`src/rtl/new_decoder_pkg.sv`:
```
// Shared constants and the one-hot helper used by the decoder core.
// The helper works at the widest legal size; callers keep the low 2**N bits.
package new_decoder_pkg;

    localparam int N_MAX     = 8;
    localparam int W_MAX     = 2 ** N_MAX;
    localparam int DEFAULT_N = 3;
    localparam int DEFAULT_W = 2 ** DEFAULT_N;

    function automatic logic [W_MAX-1:0] onehot_of(input logic [N_MAX-1:0] code);
        onehot_of = W_MAX'(1) << code;
    endfunction

endpackage

```
`src/rtl/new_decoder_core.sv`:
```
// Purely combinational enable-gated N-to-2**N one-hot decode.
// Reusable without the register stage of new_decoder.
module new_decoder_core
    import new_decoder_pkg::*;
#(
    parameter int N = DEFAULT_N,
    localparam int W = 2 ** N
) (
    input  logic         en,
    input  logic [N-1:0] in,
    output logic [W-1:0] dec
);

    logic [N_MAX-1:0] code;
    logic [W_MAX-1:0] dec_full;

    // Gating with en also hides any unknown value on `in` while disabled.
    always_comb begin
        code     = N_MAX'(in);
        dec_full = onehot_of(code);
        dec      = en ? dec_full[W-1:0] : '0;
    end

    // Bits above W are always zero because `in` cannot exceed W-1.
    if (W < W_MAX) begin : g_hi
        logic unused_hi;
        assign unused_hi = |dec_full[W_MAX-1:W];
    end

endmodule

```
`src/rtl/new_decoder.sv`:
```
// Registered one-hot decoder with a valid flag and a sticky bitmap
// of every code decoded since reset or the last seen_clr.
module new_decoder
    import new_decoder_pkg::*;
#(
    parameter int N = DEFAULT_N,
    localparam int W = 2 ** N
) (
    input  logic         clk,
    input  logic         rst_n,
    input  logic         en,
    input  logic [N-1:0] in,
    input  logic         seen_clr,
    output logic [W-1:0] out,
    output logic         valid,
    output logic [W-1:0] seen
);

    logic [W-1:0] dec;
    logic [W-1:0] out_d,   out_q;
    logic         valid_d, valid_q;
    logic [W-1:0] seen_d,  seen_q;

    new_decoder_core #(.N(N)) u_core (
        .en  (en),
        .in  (in),
        .dec (dec)
    );

    // The clear applies before the current decode, so a same-cycle hit survives.
    always_comb begin
        out_d   = dec;
        valid_d = en;
        seen_d  = (seen_clr ? '0 : seen_q) | dec;
    end

    always_ff @(posedge clk) begin
        if (!rst_n) begin
            out_q   <= '0;
            valid_q <= 1'b0;
            seen_q  <= '0;
        end else begin
            out_q   <= out_d;
            valid_q <= valid_d;
            seen_q  <= seen_d;
        end
    end

    assign out   = out_q;
    assign valid = valid_q;
    assign seen  = seen_q;

endmodule

```
`config.mk`:
```
export PLATFORM = sky130hd
export DESIGN_NAME = new_decoder
export DESIGN_NICKNAME = d
export VERILOG_FILES = /design/src/rtl/new_decoder_pkg.sv /design/src/rtl/new_decoder_core.sv /design/src/rtl/new_decoder.sv
export SDC_FILE = /design/constraint.sdc
export NUM_CORES = 1
export LEC_CHECK = 0
export CAP_MARGIN = 10
export CORE_MARGIN = 4
export CORE_UTILIZATION = 37
export DETAILED_ROUTE_END_ITERATION = 16
export GPL_TIMING_DRIVEN = 0
export PLACE_DENSITY_LB_ADDON = 0.3
export SYNTH_ARGS = -nofsm -noshare
export SYNTH_HDL_FRONTEND = slang
export SYNTH_SLANG_ARGS = --single-unit
```
`constraint.sdc`:
```
create_clock -name clk -period 0.9 [get_ports clk]
set_input_delay 0.18 -clock clk [delete_from_list [all_inputs] [get_ports clk]]
set_output_delay 0.18 -clock clk [all_outputs]
set_load 0.1 [all_outputs]
```
Yosys cells after proc, flatten, opt, wreduce, memory -nomap -nowiden

Index checks and enable logic that the tools add are counted.

Register bits: 17
Word-level logic and storage cells: 7
Output and inout bits: 17
Input port bits: 7

Multiplexer cells: 2
Bitwise logic cells: 1
Shift operators: 1

Operator list:

| cell                                                               | number |
|---|---|
| 8-bit two-way mux                                                  | 2 |
| 8-bit OR                                                           | 1 |
| 1-bit by 3-bit left shift with 8-bit output (first input constant) | 1 |

Logic depth before layout (Yosys ltp)

Gate-level depths: netlist (run 1).

Depth after elaboration: 3
Gate-level depth with buffers: 3
Mapped depth without buffers: 2

Modules after synthesis

A second synthesis (run 1) with hierarchy kept.

Cells, all modules: 51
Area total of the unflattened synthesis: 613.1 µm²

By module, submodules not included:

| module           | instances | seq. area each (µm²) | cells each | area each (µm²) |
|---|---|---|---|---|
| new_decoder      | 1         | 340.3                | 43         | 518.0 |
| new_decoder_core | 1         | 0.0                  | 8          | 95.1 |

Worst setup path after synthesis (run 1)

No wires, ideal clock.

Path kind: flip-flop to flip-flop
Start: reg seen_q[7] (netlist: seen[7])
End: reg seen_q[7] (netlist: seen[7])
Clock period less this slack: 1,250 ps
Library setup time: 76 ps
Path buffers: 0
Arrival: 1,174 ps
Slack: -350 ps
Stages on the path, launching flop included: 3
Required time: 824 ps
Cells stage by stage: dfxtp_1 inv_1 o22ai_1

Longest elaborated chain between the ends: 2

RTL lines:

| what                   | RTL line          | source |
|---|---|---|
| from (decl)            | new_decoder.sv:22 | `logic [W-1:0] seen_d, seen_q;` |
| from (signal assigned) | new_decoder.sv:45 | `seen_q <= seen_d;` |
| 8-bit two-way mux      | new_decoder.sv:34 | `seen_d = (seen_clr ? '0 : seen_q) \| dec;` |
| 8-bit OR               | new_decoder.sv:34 |  |

Every way passes these cells.
A chain may end at the register's enable or synchronous reset.

Worst setup path in the final report (run 1)

Start: reg seen_q[4] (netlist: seen[4])
End: out seen[4]

RTL lines:

| what      | RTL line          | source |
|---|---|---|
| to (decl) | new_decoder.sv:16 | `output logic [W-1:0] seen` |

No word-level cell between the ends.

==> flow_summary_export.csv, run 1 <==
group,metric,value,unit
run_status,status,"finished, violations left",
run_status,violations,"negative setup slack",
finish,nets,84,
timing,final.period_utilization,113,%
grt,grt.overflow.total,0,
drt,drc_errors,0,
clocking,clk_latency,0.28,ns
drt,drt-total-wl,1.21,mm
power,peakVddDrop,0.930,mV
power,p_comb_share,19.1,%
critical_path,cp_max_fo,2,
clocking,cts_buffers,3,
logic_synthesis,synth-seq-area-share,65.5,%
grt,grt_pass1_vias,470,
critical_path,critPathLaunch,"seen[4]",
drt,num_vias,435,
critical_path,required,0.72,ns
critical_path,cp.depth,1,
logic_synthesis,synth_top_cell_by_area,"dfxtp_1",
power,swShare,28.5,%
grt,track_usage,14.5,%
drt,drt-pass1-iter-count,2,
timing,fin_worst_skew,0,ns
timing,finalHoldViolCount,0,
critical_path,reg2regPathDepth,2,
critical_path,crit_arrival,0.84,ns
timing,setup_tns,-1.58,ns
drt,wl_per_cell,13.3,µm
placement,io_buffers,23,
critical_path,endpoint,"seen[4]",
die,std_cell_rows,13,
hold_path,hold_path_class,"input port to register",
drt,drt_iter0_markers,3,
timing,fin_crit,1.02,ns
clocking,path_clk_slew,0.10,ns
finish,drive_gt1_share,56.6,%
grt,antenna_found_initial,0,
power,clkPwrFrac,27.2,%
grt,grt-busiest-layer,"met2",
timing,fmax,985,MHz
critical_path,crit_buf_inv,1,
die,dieArea,0.00207,mm²
critical_path,reg2reg_to,"seen[7]",
logic_synthesis,syn_avg_cell_area,10.2,µm²
critical_path,cp_cell_sequence,"buf_12",
grt,use_met2,23.7,%
finish,final_area,988,µm²
logic_synthesis,synth_seq_cells,17,
logic_synthesis,synth_cell_types,12,
logic_synthesis,ys_top_cells_by_area,"dfxtp_1 (66%), o22ai_1 (8.4%), inv_1 (5.8%), nor2_1 (5.8%), nand3b_1 (2.9%)",
placement,gp_congestion,0.661,
clocking,htree_levels,1,
timing,slew_viol_final,0,
power,power_frac_seq,53.7,%
placement,place_area,795,µm²
grt,grt_use_met3,5.53,%
timing,slew_headroom,85.6,%
timing,setup_viol,17,
finish,area_growth,90.4,%
clocking,cts_tree,"done",
die,core_area,0.00132,mm²
critical_path,start_kind,"register",
power,p_leak,0.371,nW
die,pin_count,24,
timing,fin_ws,-0.115,ns
logic_synthesis,synthCells,51,
finish,diodes,0,
clocking,cts.sinks,17,
logic_synthesis,synth.top_cell.area_share,65.5,%
die,initial_core_util,39.4,%
power,p_int,0.00104,W
critical_path,r2r_start,"seen[7]",
critical_path,criticalPathCategory,"register to output port",
logic_synthesis,synth_fp_nets,58,
timing,worst_pin_slew,0.217,ns
drt,ant_nets,0,
critical_path,path_delay_family,"flip-flops",
critical_path,worst-r2r-setup-slack,0.28,ns
critical_path,cpMaxStageDelayCell,"dfxtp_2",
critical_path,endpoint_kind,"output port",
grt,grtUsageMet1,15.5,%
power,power.density,1480,mW/mm²
grt,grt_max_degree,10,
job,max_cap_violations,0,
drt,viasPerCell,4.78,
grt,grt_pass1_wl,2.05,mm
timing,rsz0062_at_grt,"true",
finish,finish.utilization,75.0,%
clocking,holdBufCountCts,0,
logic_synthesis,yosys_warnings,0,
clocking,root_buffer,"clkbuf_4",
critical_path,max_stage_delay,0.37,ns
die,die_y,45.5,µm
power,switching_power,0.000416,W
clocking,cts_buffer_depth,2,
die,die_width,45.5,µm
placement,hpwl,836,µm
logic_synthesis,syn-cell-area,519,µm²
## through the flow
step	cells	hold slack, ns	setup slack (ns)	power (W)
floorplan	51	0.316	-0.0429	0.000960
global placement	89	0.436	-0.725	0.00103
detailed placement	89	0.438	-0.721	0.00104
CTS	91	0.375	-0.122	0.00147
global route	91	0.380	-0.151	0.00153
finish	91	0.382	-0.115	0.00146
## layout make-up
cell class | count | area [µm²]
timing repair buffer | 23 | 398
sequential | 17 | 367
fill | 93 | 329
multi-input combinational | 24 | 149
inverter | 8 | 30.0
clock buffer | 4 | 26.3
tap | 15 | 18.8
## worst register-to-register path, delay by kind of cell (launching register included)
family | cells | cell delay, ns
buf+inv | 1 | 0.04
compound gates | 1 | 0.14
flops | 1 | 0.36
## synth_stat cells
cell	instances
o22ai_1	7
and2_2	1
nor2_1	8
nand2_1	1
nand3_1	1
inv_1	8
or3b_4	1
o22ai_2	1
nand3b_1	2
dfxtp_1	17
nand2b_1	2
clkbuf_1	2
## worst min path at each step
stage                  from       to  slack (ns)  cells past startpoint
CTS                   rst_n    valid        0.38                      2
global route          rst_n    valid        0.38                      2
finish                rst_n    valid        0.38                      2
global placement    seen[4]  seen[4]        0.44                      2
detailed placement  seen[1]  seen[1]        0.44                      2
floorplan                en    valid        0.32                      1
## registers in the layout, summed over array words and instances (netlist names)
register  cells
valid         1
out           8
seen          8
## cells by family after synthesis
kind of cell    count (synthesis)  synth area share (%)
simple gates                   16                  16.4
compound gates                  8                  10.8
buf+inv                        10                  7.23
flops                          17                  65.5
## power by group through the flow
stage | clock [W] | sequential [W] | combinational [W]
after floorplan | 0 | 0.000918 | 0.0000427
after global placement | 0 | 0.000790 | 0.000241
after detailed placement | 0 | 0.000791 | 0.000245
after CTS | 0.000409 | 0.000784 | 0.000278
after global routing | 0.000448 | 0.000786 | 0.000291
final | 0.000397 | 0.000783 | 0.000279
## layout by cell type, fill, tap and decap left out, drive strengths merged
cell | Yosys | layout
and2 | 1 | 1
buf | 0 | 17
clkbuf | 2 | 4
clkdlybuf4s15 | 0 | 1
clkdlybuf4s50 | 0 | 3
dfxtp | 17 | 17
dlygate4sd2 | 0 | 2
inv | 8 | 8
nand2 | 1 | 1
nand2b | 2 | 2
nand3 | 1 | 1
nand3b | 2 | 2
nor2 | 8 | 8
o22ai | 8 | 8
or3b | 1 | 1
## metal layers
metal,vias up,part of all wire [%]
li1,217,-
met1,199,42
met2,17,50
met5,-,0
met4,0,0.74
met3,2,6.4
## timing repair
action | in CTS | in global routing
gates resized for setup | 159 | 1
buffers inserted | 0 | 0
pin swaps | 1 | 0
endpoints found under the hold margin | 0 | 0
endpoints found under the setup margin | 30 | 22
(Power assumes the default switching activity.)
==> run 2: changes to the inputs <==
--- a/config.mk
+++ b/config.mk
@@ -7,10 +7,11 @@
 export LEC_CHECK = 0
 export CAP_MARGIN = 10
 export CORE_MARGIN = 4
-export CORE_UTILIZATION = 37
+export CORE_UTILIZATION = 40
 export DETAILED_ROUTE_END_ITERATION = 16
 export GPL_TIMING_DRIVEN = 0
 export PLACE_DENSITY_LB_ADDON = 0.3
 export SYNTH_ARGS = -nofsm -noshare
 export SYNTH_HDL_FRONTEND = slang
+export SYNTH_HIERARCHICAL = 1
 export SYNTH_SLANG_ARGS = --single-unit
==> flow_summary_export.csv, run 2 <==
group,metric,value,unit
run_status,status,"finished, violations left",
run_status,violations,"negative setup slack",
die,dieArea,0.00222,mm²
timing,fin_crit,0.992,ns
critical_path,crit_arrival,0.81,ns
finish,diodes,0,
finish,finish.utilization,80.7,%
grt,track_usage,15.1,%
critical_path,endpoint_kind,"output port",
logic_synthesis,yosys_warnings,6,
critical_path,start_kind,"register",
critical_path,cpMaxStageDelayCell,"dfxtp_4",
die,std_cell_rows,13,
finish,multi_input_area,270,µm²
finish,final_common_cell,"buf_12",
critical_path,cp.depth,1,
clocking,clk_latency,0.27,ns
grt,antenna_found_initial,0,
logic_synthesis,synth_fp_nets,58,
grt,grt_pass1_vias,538,
die,pin_count,24,
drt,drc_errors,0,
clocking,cts_buffers,3,
critical_path,max_stage_delay,0.37,ns
logic_synthesis,synth.top_cell.area_share,55.5,%
logic_synthesis,synth.most_common_cell,"dfxtp_1",
logic_synthesis,ys_top_cells_by_area,"dfxtp_1 (56%), o21a_1 (9.8%), and2_1 (9.2%), nor2b_1 (8.2%), and4bb_1 (4.1%)",
logic_synthesis,synth_cell_types,11,
logic_synthesis,synthTopCellsByCount,"dfxtp_1 (17), and2_1 (9), nor2b_1 (8), o21a_1 (8)",
logic_synthesis,syn-cell-area,613,µm²
placement,hpwl,857,µm
logic_synthesis,synth-edff-count,0,
power,peakVddDrop,0.750,mV
logic_synthesis,synth_seq_cells,17,
timing,worst_pin_slew,0.317,ns
drt,drt-total-wl,1.36,mm
timing,final.period_utilization,110,%
logic_synthesis,ys.flop_type,"dfxtp_1",
critical_path,cp_max_fo,2,
timing,slew_headroom,78.9,%
finish,layout_common_cells,"buf_12 (17), dfxtp_2 (10), and2_1 (9)",
finish,fill_cells,80,
job,max_cap_violations,0,
critical_path,critPathLaunch,"seen[6]",
clocking,cts_buffer_depth,2,
timing,setup_viol,17,
grt,grt_pass1_wl,2.29,mm
finish,area_growth,79.8,%
clocking,holdBufCountCts,0,
clocking,root_buffer,"clkbuf_4",
power,power.density,1300,mW/mm²
critical_path,cp_cell_sequence,"buf_12",
timing,fin_ws,-0.0921,ns
power,p_leak,0.458,nW
placement,gp_congestion,0.699,
hold_path,min_from,"rst_n",
critical_path,worst-r2r-setup-slack,0.10,ns
logic_synthesis,synth_top_cell_by_area,"dfxtp_1",
timing,finalHoldViolCount,0,
grt,grt.overflow.total,0,
drt,ant_nets,0,
critical_path,criticalPathCategory,"register to output port",
critical_path,path_delay_family,"flip-flops",
die,initial_core_util,44.9,%
logic_synthesis,syn_avg_cell_area,12.0,µm²
critical_path,endpoint,"seen[6]",
clocking,cts_tree,"done",
timing,slew_viol_final,0,
critical_path,reg2regPathDepth,2,
critical_path,crit_buf_inv,1,
drt,drt_iter0_markers,2,
drt,wl_per_cell,14.6,µm
drt,drt-pass1-iter-count,4,
grt,grt_max_degree,11,
clocking,cts_setup_buffers,0,
timing,fin_worst_skew,0,ns
logic_synthesis,synth-seq-area-share,55.5,%
critical_path,reg2reg_to,"seen[6]",
finish,drive_gt1_share,55.1,%
logic_synthesis,synthCells,51,
clocking,htree_levels,1,
hold_path,hold_path_class,"input port to register",
logic_synthesis,async_reset_ff_share,0,%
critical_path,r2r_start,"seen[6]",
power,finalPower,0.00143,W
placement,dp_slack,-0.728,ns
die,die_y,47.2,µm
drt,num_vias,481,
finish,nets,86,
die,core_area,0.00137,mm²
placement,io_buffers,23,
timing,fmax,1010,MHz
finish,seq_area,379,µm²
clocking,path_clk_slew,0.09,ns
clocking,cts.sinks,17,
critical_path,required,0.72,ns
timing,rsz0062_at_grt,"true",
clocking,cts_resized,159,
drt,viasPerCell,5.17,
die,die_width,47.2,µm
## run 2: changes by cell type in the layout (fill, tap and decap cells not counted), sizes merged, moves of 8 or more
cell   change
nor2       -8
inv        -8
and2       +8
o22ai      -8
o21a       +8
nor2b      +8
## run 2: how the worst min path moves through the flow
stage / to / cells after the start
3_3_place_gp: seen[0] / 2
6_report: out[3] / 2
2_1_floorplan: valid / 1
3_5_place_dp: seen[7] / 2
5_1_grt: out[4] / 2
4_1_cts: valid / 2
## run 2: per-stage QoR
stage | area, µm² | instances | TNS, ns | hold slack, ns
global route | 1100 | 93 | -2.09 | 0.324
global placement | 901 | 89 | -18.28 | 0.551
CTS | 1100 | 93 | -1.44 | 0.415
finish | 1100 | 93 | -1.32 | 0.333
floorplan | 652 | 51 | -0.0850 | 0.307
detailed placement | 901 | 89 | -18.50 | 0.577
## run 2: area by class of cell
class / count / area share (%)
clock buffer: 4 / 2.38
sequential: 17 / 34.4
buffer: 1 / 1.02
multi-input combinational: 33 / 24.5
tap: 15 / 1.70
timing repair buffer: 23 / 36.0
## run 2: routing by layer
metal	up-vias	track usage [%]	share of wire, %
met5	-	0	0
met2	17	27.4	54
met4	0	4.97	0
met3	0	4.60	7.6
li1	233	-	-
met1	231	16.6	39
## run 2: power by group
part | internal, W | switching, W | leakage [nW]
clock | 0.000171 | 0.000206 | 0.0150
combinational | 0.000108 | 0.000175 | 0.295
sequential | 0.000755 | 0.0000154 | 0.148
## run 2: logic make-up after synthesis
| kind of cell | after synthesis | synth area share [%] |
|---|---|---|
| AOI/OAI and AO/OA | 8 | 9.80 |
| and+or+nand+nor | 25 | 32.9 |
| buffers and inverters | 1 | 1.84 |
| DFF | 17 | 55.5 |
